**src/rtl/lab4_net_router_pkg.sv**
```systemverilog
`default_nettype none
// ============================================================================
// Module      : lab4_net_router_pkg
// Description : Shared definitions for the ring router. Holds the direction
//               bit positions, the 3-bit one-hot request type and the
//               shortest-path route function used by the input units.
// Revision    : 1.0 - initial release
// ============================================================================
package lab4_net_router_pkg;

    // Bit positions inside a request / grant vector
    localparam int EAST = 0;
    localparam int TERM = 1;
    localparam int WEST = 2;

    typedef logic [2:0] req_t;

    // Eastward and westward hop counts around the ring. A negative raw
    // difference is corrected by adding the ring size.
    function automatic int dist_east(input int dest, input int id, input int num_routers);
        int d;
        d = dest - id;
        if (d < 0) d = d + num_routers;
        return d;
    endfunction

    function automatic int dist_west(input int dest, input int id, input int num_routers);
        int d;
        d = id - dest;
        if (d < 0) d = d + num_routers;
        return d;
    endfunction

    // True when the destination is exactly half way round an even ring.
    function automatic logic route_is_tie(input int dest, input int id, input int num_routers);
        int de;
        int dw;
        de = dist_east(dest, id, num_routers);
        dw = dist_west(dest, id, num_routers);
        return (de != 0) && (de == dw);
    endfunction

    // One-hot shortest-path route. Equidistant destinations go east when
    // tie is 0 and west when tie is 1.
    function automatic req_t route_req(input int dest, input int id,
                                       input int num_routers, input logic tie);
        int   de;
        int   dw;
        req_t r;
        de = dist_east(dest, id, num_routers);
        dw = dist_west(dest, id, num_routers);
        r  = '0;
        if (de == 0)      r[TERM] = 1'b1;
        else if (de < dw) r[EAST] = 1'b1;
        else if (dw < de) r[WEST] = 1'b1;
        else if (tie)     r[WEST] = 1'b1;
        else              r[EAST] = 1'b1;
        return r;
    endfunction

endpackage
`default_nettype wire

```
**src/rtl/lab4_net_router_input_queue.sv**
```systemverilog
`default_nettype none
// ============================================================================
// Module      : lab4_net_router_input_queue
// Description : Circular FIFO of NUM_ENTRIES messages without bypass. The
//               depth need not be a power of two; pointers wrap explicitly.
//   clk, reset : clock and synchronous active-high reset
//   enq_val    : enqueue request, enq_msg is the data
//   enq_rdy    : queue not full
//   deq_en     : pop the head (ignored when empty)
//   deq_msg    : head message, zero when empty
//   count      : current occupancy
// Revision    : 1.0 - initial release
// ============================================================================
module lab4_net_router_input_queue #(
    parameter  int MSG_NBITS   = 32,
    parameter  int NUM_ENTRIES = 2,
    localparam int CNT_NBITS   = $clog2(NUM_ENTRIES + 1),
    localparam int PTR_NBITS   = (NUM_ENTRIES > 1) ? $clog2(NUM_ENTRIES) : 1
) (
    input  logic                 clk,
    input  logic                 reset,
    input  logic                 enq_val,
    input  logic [MSG_NBITS-1:0] enq_msg,
    output logic                 enq_rdy,
    input  logic                 deq_en,
    output logic [MSG_NBITS-1:0] deq_msg,
    output logic [CNT_NBITS-1:0] count
);

    logic [MSG_NBITS-1:0] r_mem [NUM_ENTRIES];
    logic [PTR_NBITS-1:0] r_head;
    logic [PTR_NBITS-1:0] r_tail;
    logic [CNT_NBITS-1:0] r_count;
    logic                 w_enq;
    logic                 w_deq;

    function automatic logic [PTR_NBITS-1:0] next_ptr(input logic [PTR_NBITS-1:0] p);
        if (p == PTR_NBITS'(NUM_ENTRIES - 1)) return '0;
        return p + 1'b1;
    endfunction

    assign enq_rdy = (r_count != CNT_NBITS'(NUM_ENTRIES));
    assign w_enq   = enq_val && enq_rdy;
    assign w_deq   = deq_en && (r_count != '0);
    assign count   = r_count;
    // Zero when empty so the head never shows stale data.
    assign deq_msg = (r_count != '0) ? r_mem[r_head] : '0;

    always_ff @(posedge clk) begin
        if (reset) begin
            r_head  <= '0;
            r_tail  <= '0;
            r_count <= '0;
            for (int i = 0; i < NUM_ENTRIES; i++) r_mem[i] <= '0;
        end else begin
            if (w_enq) begin
                r_mem[r_tail] <= enq_msg;
                r_tail        <= next_ptr(r_tail);
            end
            if (w_deq) r_head <= next_ptr(r_head);
            case ({w_enq, w_deq})
                2'b10:   r_count <= r_count + CNT_NBITS'(1);
                2'b01:   r_count <= r_count - CNT_NBITS'(1);
                default: r_count <= r_count;
            endcase
        end
    end

endmodule
`default_nettype wire

```
**src/rtl/lab4_net_router_input_unit.sv**
```systemverilog
`default_nettype none
// ============================================================================
// Module      : lab4_net_router_input_unit
// Description : Buffered input unit for one ring-router port. Queues incoming
//               messages, routes the head along the shortest ring path
//               (east / terminal / west, with wrap-around) and dequeues it
//               on a matching grant. Equidistant destinations alternate
//               between east and west using a tie bit.
//   clk, reset : clock and synchronous active-high reset
//   in_msg     : incoming message, in_val qualifies it, in_rdy accepts it
//   out_msg    : head-of-queue message to the crossbar
//   reqs       : one-hot request, bit0 east, bit1 terminal, bit2 west
//   grants     : one-hot grant from the output arbiters, same order
//   count      : queue occupancy
// Revision    : 1.0 - initial release
// ============================================================================
module lab4_net_router_input_unit
    import lab4_net_router_pkg::*;
#(
    parameter  int p_router_id   = 0,
    parameter  int p_num_routers = 8,
    parameter  int p_msg_nbits   = 32,
    parameter  int p_num_entries = 2,
    localparam int c_dest_nbits  = $clog2(p_num_routers),
    localparam int c_cnt_nbits   = $clog2(p_num_entries + 1)
) (
    input  logic                   clk,
    input  logic                   reset,
    input  logic [p_msg_nbits-1:0] in_msg,
    input  logic                   in_val,
    output logic                   in_rdy,
    output logic [p_msg_nbits-1:0] out_msg,
    output logic [2:0]             reqs,
    input  logic [2:0]             grants,
    output logic [c_cnt_nbits-1:0] count
);

    logic [c_dest_nbits-1:0] w_dest;
    req_t                    w_route;
    logic                    w_tie_route;
    logic                    w_deq;
    logic                    r_tie;

    lab4_net_router_input_queue #(
        .MSG_NBITS   (p_msg_nbits),
        .NUM_ENTRIES (p_num_entries)
    ) u_queue (
        .clk     (clk),
        .reset   (reset),
        .enq_val (in_val),
        .enq_msg (in_msg),
        .enq_rdy (in_rdy),
        .deq_en  (w_deq),
        .deq_msg (out_msg),
        .count   (count)
    );

    assign w_dest      = out_msg[p_msg_nbits-1 -: c_dest_nbits];
    assign w_route     = route_req(int'(w_dest), p_router_id, p_num_routers, r_tie);
    assign w_tie_route = route_is_tie(int'(w_dest), p_router_id, p_num_routers);

    // The head only changes on dequeue and the tie bit only flips on
    // dequeue, so reqs holds steady from assertion until grant.
    assign reqs  = (count != '0) ? w_route : 3'b000;
    // Grant bits that do not match the request are ignored.
    assign w_deq = (count != '0) && ((grants & reqs) != 3'b000);

    always_ff @(posedge clk) begin
        if (reset) begin
            r_tie <= 1'b0;
        end else if (w_deq && w_tie_route) begin
            r_tie <= ~r_tie;
        end
    end

endmodule
`default_nettype wire

```
**config.mk**
```make
export PLATFORM = sky130hd
export DESIGN_NAME = lab4_net_router_input_unit
export DESIGN_NICKNAME = d
export VERILOG_FILES = /design/src/rtl/lab4_net_router_pkg.sv /design/src/rtl/lab4_net_router_input_queue.sv /design/src/rtl/lab4_net_router_input_unit.sv
export SDC_FILE = /design/constraint.sdc
export NUM_CORES = 1
export LEC_CHECK = 0
export BUFFER_PORTS_ARGS = -buffer_cell sky130_fd_sc_hd__buf_2
export CAP_MARGIN = 10
export CORE_UTILIZATION = 35
export CTS_BUF_LIST = sky130_fd_sc_hd__clkbuf_4 sky130_fd_sc_hd__clkbuf_8
export DETAILED_ROUTE_END_ITERATION = 8
export MAX_ROUTING_LAYER = met4
export PLACE_DENSITY = 0.68
export SYNTH_ARGS = -nofsm -noshare
export SYNTH_HDL_FRONTEND = slang
export SYNTH_SLANG_ARGS = --single-unit
```
**constraint.sdc**
```tcl
create_clock -name clk -period 2.8 [get_ports clk]
set_input_delay 0.14 -clock clk [delete_from_list [all_inputs] [get_ports clk]]
set_output_delay 0.14 -clock clk [all_outputs]
set_load 0.01 [all_outputs]
```
# Yosys cells after proc, flatten, opt, wreduce, memory -nomap -nowiden
# Memory sizes are Yosys's and may differ from the RTL's. A register that Yosys moved wholly into a read port is not among the register bits.
# Cells that the tools add are included.
[totals] out_inout_bits=38 ff_bits=5 wordCells=67 mem_bits_rw=64 memories=1
[mem_list] name="u_queue.r_mem" depth=2 word_bits=32 rd=1 rd_ports_with_merged_regs=1 wr=2 line_no="lab4_net_router_input_queue.sv:30" rtl="logic [MSG_NBITS-1:0] r_mem [NUM_ENTRIES];"
[op_classes] bitwise=2 addsub=7 reduce_logical=11 magnitude_cmp=4 eq_ne=4 mux=34
[op_table] operator="$mux W32" count=3
[op_table] operator="$lt A32 B32 Y1" count=2
[op_table] operator="$eq A32 B32 Y1" count=1
[op_table] operator="$logic_not A32 Y1" count=1
[op_table] operator="$reduce_bool A32 Y1" count=1
[op_table] operator="$reduce_or A32 Y1" count=1
[op_table] operator="$mux W1" count=28
[op_table] operator="$add A4 B5 Y6 const B" count=1
[op_table] operator="$add A3 B4 Y5 const B" count=1
[op_table] operator="$logic_and A1 B1 Y1" count=5
[op_table] operator="$mux W5" count=1
[op_table] operator="$lt A4 B1 Y1 const B" count=1
[op_table] operator="$pmux W2 S2" count=1
[op_table] operator="$reduce_bool A2 Y1" count=2
[op_table] operator="$sub A1 B3 Y4 const A" count=1
[op_table] operator="$and A3 B3 Y3" count=1
[op_table] operator="$lt A3 B1 Y1 const B" count=1
[op_table] operator="$mux W3" count=1
[op_table] operator="$reduce_bool A3 Y1" count=1
[op_table] operator="$add A1 B1 Y1 const B" count=2
[op_table] operator="$add A2 B1 Y2 const B" count=1
[op_table] operator="$eq A2 B1 Y1 const B" count=1
[op_table] operator="$eq A2 B2 Y1 const B" count=1
[op_table] operator="$ne A2 B2 Y1 const B" count=1
[op_table] operator="2 further kinds" count=2

# Longest topological paths before layout
[depth] depth_word=19 depth_mapped=9 ltp_nobuf=8

# By module
# A second synthesis with hierarchy kept.
[unflattened] hier_cells=291 area_unflattened_um2=3362.0
[by_module_without_submodules] module="lab4_net_router_input_queue" n_inst=1 area_each_um2=3153.0 cells_each=267
[by_module_without_submodules] module="lab4_net_router_input_unit" n_inst=1 area_each_um2=209.0 cells_each=24

# Worst setup path before layout
# Ideal clock, no wire load.
[synth_timing] path_type="reg2reg" from="register u_queue.r_count[0] (netlist: u_queue.count[0])" to="memory u_queue.r_mem[0][0] (enable)" arrival_time_ps=2372 setup_slack_ps=0 stages_incl_launch_ff=4 synth_period_minus_slack_ps=2800 setup_ps=428 required_ps=2372 path_buffers=0 path_cell_list="dfxtp_1 -> nand2b_1 -> nand2_1 -> o21bai_1"
[synth_rtl] element="start: declaration" line_no="lab4_net_router_input_queue.sv:33" rtl="logic [CNT_NBITS-1:0] r_count;"
[synth_rtl] element="start signal: assignment" line_no="lab4_net_router_input_queue.sv:62" rtl="2'b10: r_count <= r_count + CNT_NBITS'(1);"
[synth_rtl] element="start signal: assignment" line_no="lab4_net_router_input_queue.sv:63" rtl="2'b01: r_count <= r_count - CNT_NBITS'(1);"
[synth_rtl] element="start signal: assignment" line_no="lab4_net_router_input_queue.sv:64" rtl="default: r_count <= r_count;"
[synth_rtl] element="end: declaration" line_no="lab4_net_router_input_queue.sv:30"

==> impl_metrics.toml <==
[setup_path]
end_kind = "flip-flop"
critPathArrivalTime_ns = 2.42
crit_required_ns = 3.06
crit_fanout = 3
critPathLaunchType = "flip-flop"
crit_type = "reg2reg"

[sta]
fin_crit_ns = 2.16
slew-limit-headroom_pct = 62.3
max_freq_mhz = 464
grt_setup_unrepaired = "false"
hold_viol = 0
period_share_pct = 77.0
worstMarginPinSlew_ns = 0.565
finClkSkew_ns = 0.00669
setup_viol = 0
slew_violations = 0
totalNegativeSetupSlack_ns = 0
hold_slack_ns = 0.0251
setup_slack_ns = 0.644

[layout]
drive_gt1_share_pct = 31.7
design_area_sq_mm = 0.00394
area_growth_syn_to_layout_pct = 22.2
multiInputGateArea_sq_mm = 0.00115
num_antenna_cells = 0
nets = 369
ff_latch_area_sq_mm = 0.00204
nFillCells = 842

[clocking]
cts_made_buffers = 9
cts-resized-gates = 0
max-clock-path-buffers = 2
cts.sinks = 70
insertion_delay_ns = 0.33
clockRootBuffer = "clkbuf_8"
clk_pin_slew_ns = 0.07
postCtsSetupBuffers = 0
ctsHoldBuffers = 0
cts.htree.levels = 3
cts_tree = "done"

[detailed_routing]
drc = 4
via_per_inst = 4.69
wl_um = 6320
dr.pass1.iters = 6
ant_nets = 0
vias = 2073
avgRoutedWirePerCell_um = 14.3
drt_iter0_drc = 70

[logic_synthesis]
synth_fa_ha_area_share_pct = 0.388
ys_seq_area_share_pct = 63.3
synth_mux_area_share_pct = 11.3
synth_compound_gate_area_share_pct = 2.33
yosysWarnings = 0
synth_top_family_by_area = "simple AND/OR/NAND/NOR gates"
ys_ff_latch = 70
syn_area_per_cell_sq_um = 12.8
synth_fp_nets = 290
syn_inst = 251
syn_area_sq_mm = 0.00322
synthSimpleGateAreaFrac_pct = 19.9
synth_cell_types = 32
synthXorXnorAreaFrac_pct = 0.815

[floorplanning]
die_height_um = 98.0
boundaryPins = 76
die_width_um = 98.0
die_area_sq_mm = 0.00960
start_util_pct = 36.6
core_sq_mm = 0.00881
fp-row-count = 34

[outcome]
violations = "DRC"
status = "complete, but fails checks"

[power_and_ir_drop]
power_density_mw_per_mm2 = 858
leakagePower_nw = 1.62
ir_drop_uv = 374

[grt]
grt_antenna_before_repair = 0
grt_util_all_layers_pct = 14.4
grt_max_degree = 34
grt_pass1_vias = 2045
grt_pass1_wl_um = 10200
overflow = 0

[place]
portBuffers = 75
gp_congestion = 0.721
hpwlAfterDp_um = 4180
placed_area_sq_mm = 0.00378
place_ws_ns = 0.659

[run]
drv_cap = 0

[hold_path]
min_path_type = "in2reg"
==> final timing paths <==
path | from | to | slack (ns) | cells past startpoint
min | grants[2] | r_tie | 0.03 | 2
min reg2reg | r_tie | r_tie | 0.54 | 1
max reg2reg | u_queue.r_mem[0][30] | u_queue.count[1] | 0.64 | 7
max | u_queue.r_mem[0][30] | u_queue.count[1] | 0.64 | 7
==> metal layers <==
layer / up-vias / track usage, % / part of all wire (%)
met3: 2 / 2.79 / 4.6
met1: 975 / 16.6 / 43
met4: 0 / 6.29 / 0.46
met5: - / - / 0
met2: 63 / 24.4 / 52
li1: 1033 / - / -
==> synth_stat cells <==
library cell  instances  share of area, %
nor2_1               38               4.4
ha_1                  1              0.39
nor3_2                1              0.31
mux2i_1              32               9.9
or2_1                 1              0.19
nand2_1               3              0.35
o21ai_0               1              0.16
nor2_2                1              0.19
buf_2                 3              0.47
or4_1                 1              0.23
edfxtp_1             64                60
a311oi_1              1              0.27
nand2b_1              1              0.19
mux2i_2               1              0.43
dfxtp_1               6               3.7
nor2b_1               1              0.19
nor3_1                2              0.31
or3_1                 1              0.19
mux2_4                2              0.93
o221ai_2              1              0.47
xnor2_1               1              0.27
o31a_1                1              0.27
o21bai_1              1              0.23
o21ai_1               1              0.16
nor3b_2               1              0.39
xor2_1                2              0.54
buf_6                 1              0.35
and2_1               64                12
clkbuf_1             10               1.2
nand3_1               1              0.16
a21oi_1               5              0.78
or4b_1                1              0.31
==> cell type report <==
cell class              instances  area share (%)
clock buffers                  12            3.72
clock inverters                 3           0.318
multi-input cells             167            29.2
flip-flops and latches         70            51.9
well taps                     108            3.43
repair buffers                 82            11.5
==> worst max-delay path, cell delays in order (launching register included) <==
cell and delay, ns:
edfxtp_1 0.41, or4_1 0.53, nand2_1 0.12, nand3_1 0.10, o221ai_2 0.12, ha_1 0.32
or3_1 0.35, a21oi_1 0.14
==> cells by family after synthesis <==
| logic type | after synthesis |
|---|---|
| compound gates | 11 |
| xor+xnor | 3 |
| fa+ha+maj | 1 |
| buf+inv | 14 |
| flops | 70 |
| mux | 35 |
| simple gates | 117 |
==> placed cells by master, fill, tap and decap left out, types with 3 or more instances in the layout <==
| cell type | Yosys | routed |
|---|---|---|
| edfxtp_1 | 64 | 64 |
| nand2_1 | 3 | 3 |
| clkbuf_4 | 0 | 3 |
| nor2_1 | 38 | 37 |
| buf_4 | 0 | 5 |
| dfxtp_1 | 6 | 5 |
| and2_1 | 64 | 64 |
| clkbuf_8 | 0 | 9 |
| a21oi_1 | 5 | 5 |
| buf_2 | 3 | 75 |
| mux2i_1 | 32 | 32 |
==> where the power goes <==
part           internal, W  switching [W]
Combinational     0.000528       0.000713
Sequential         0.00136      0.0000916
Clock             0.000340       0.000347
==> state kept, by name (all words and copies together) (netlist names), named ones only <==
signal	flops
u_queue.r_mem	64
u_queue.count	2
r_tie	1
u_queue.r_head	1
u_queue.r_tail	1
==> metrics by stage <==
step / util [%] / instances / total power, W
final: 44.7 / 442 / 0.00338
after global routing: 44.7 / 442 / 0.00360
after CTS: 44.7 / 442 / 0.00343
after detailed placement: 42.9 / 427 / 0.00274
after global placement: 42.9 / 427 / 0.00272
after floorplan: - / 251 / 0.00230
(Power assumes the default switching activity.)
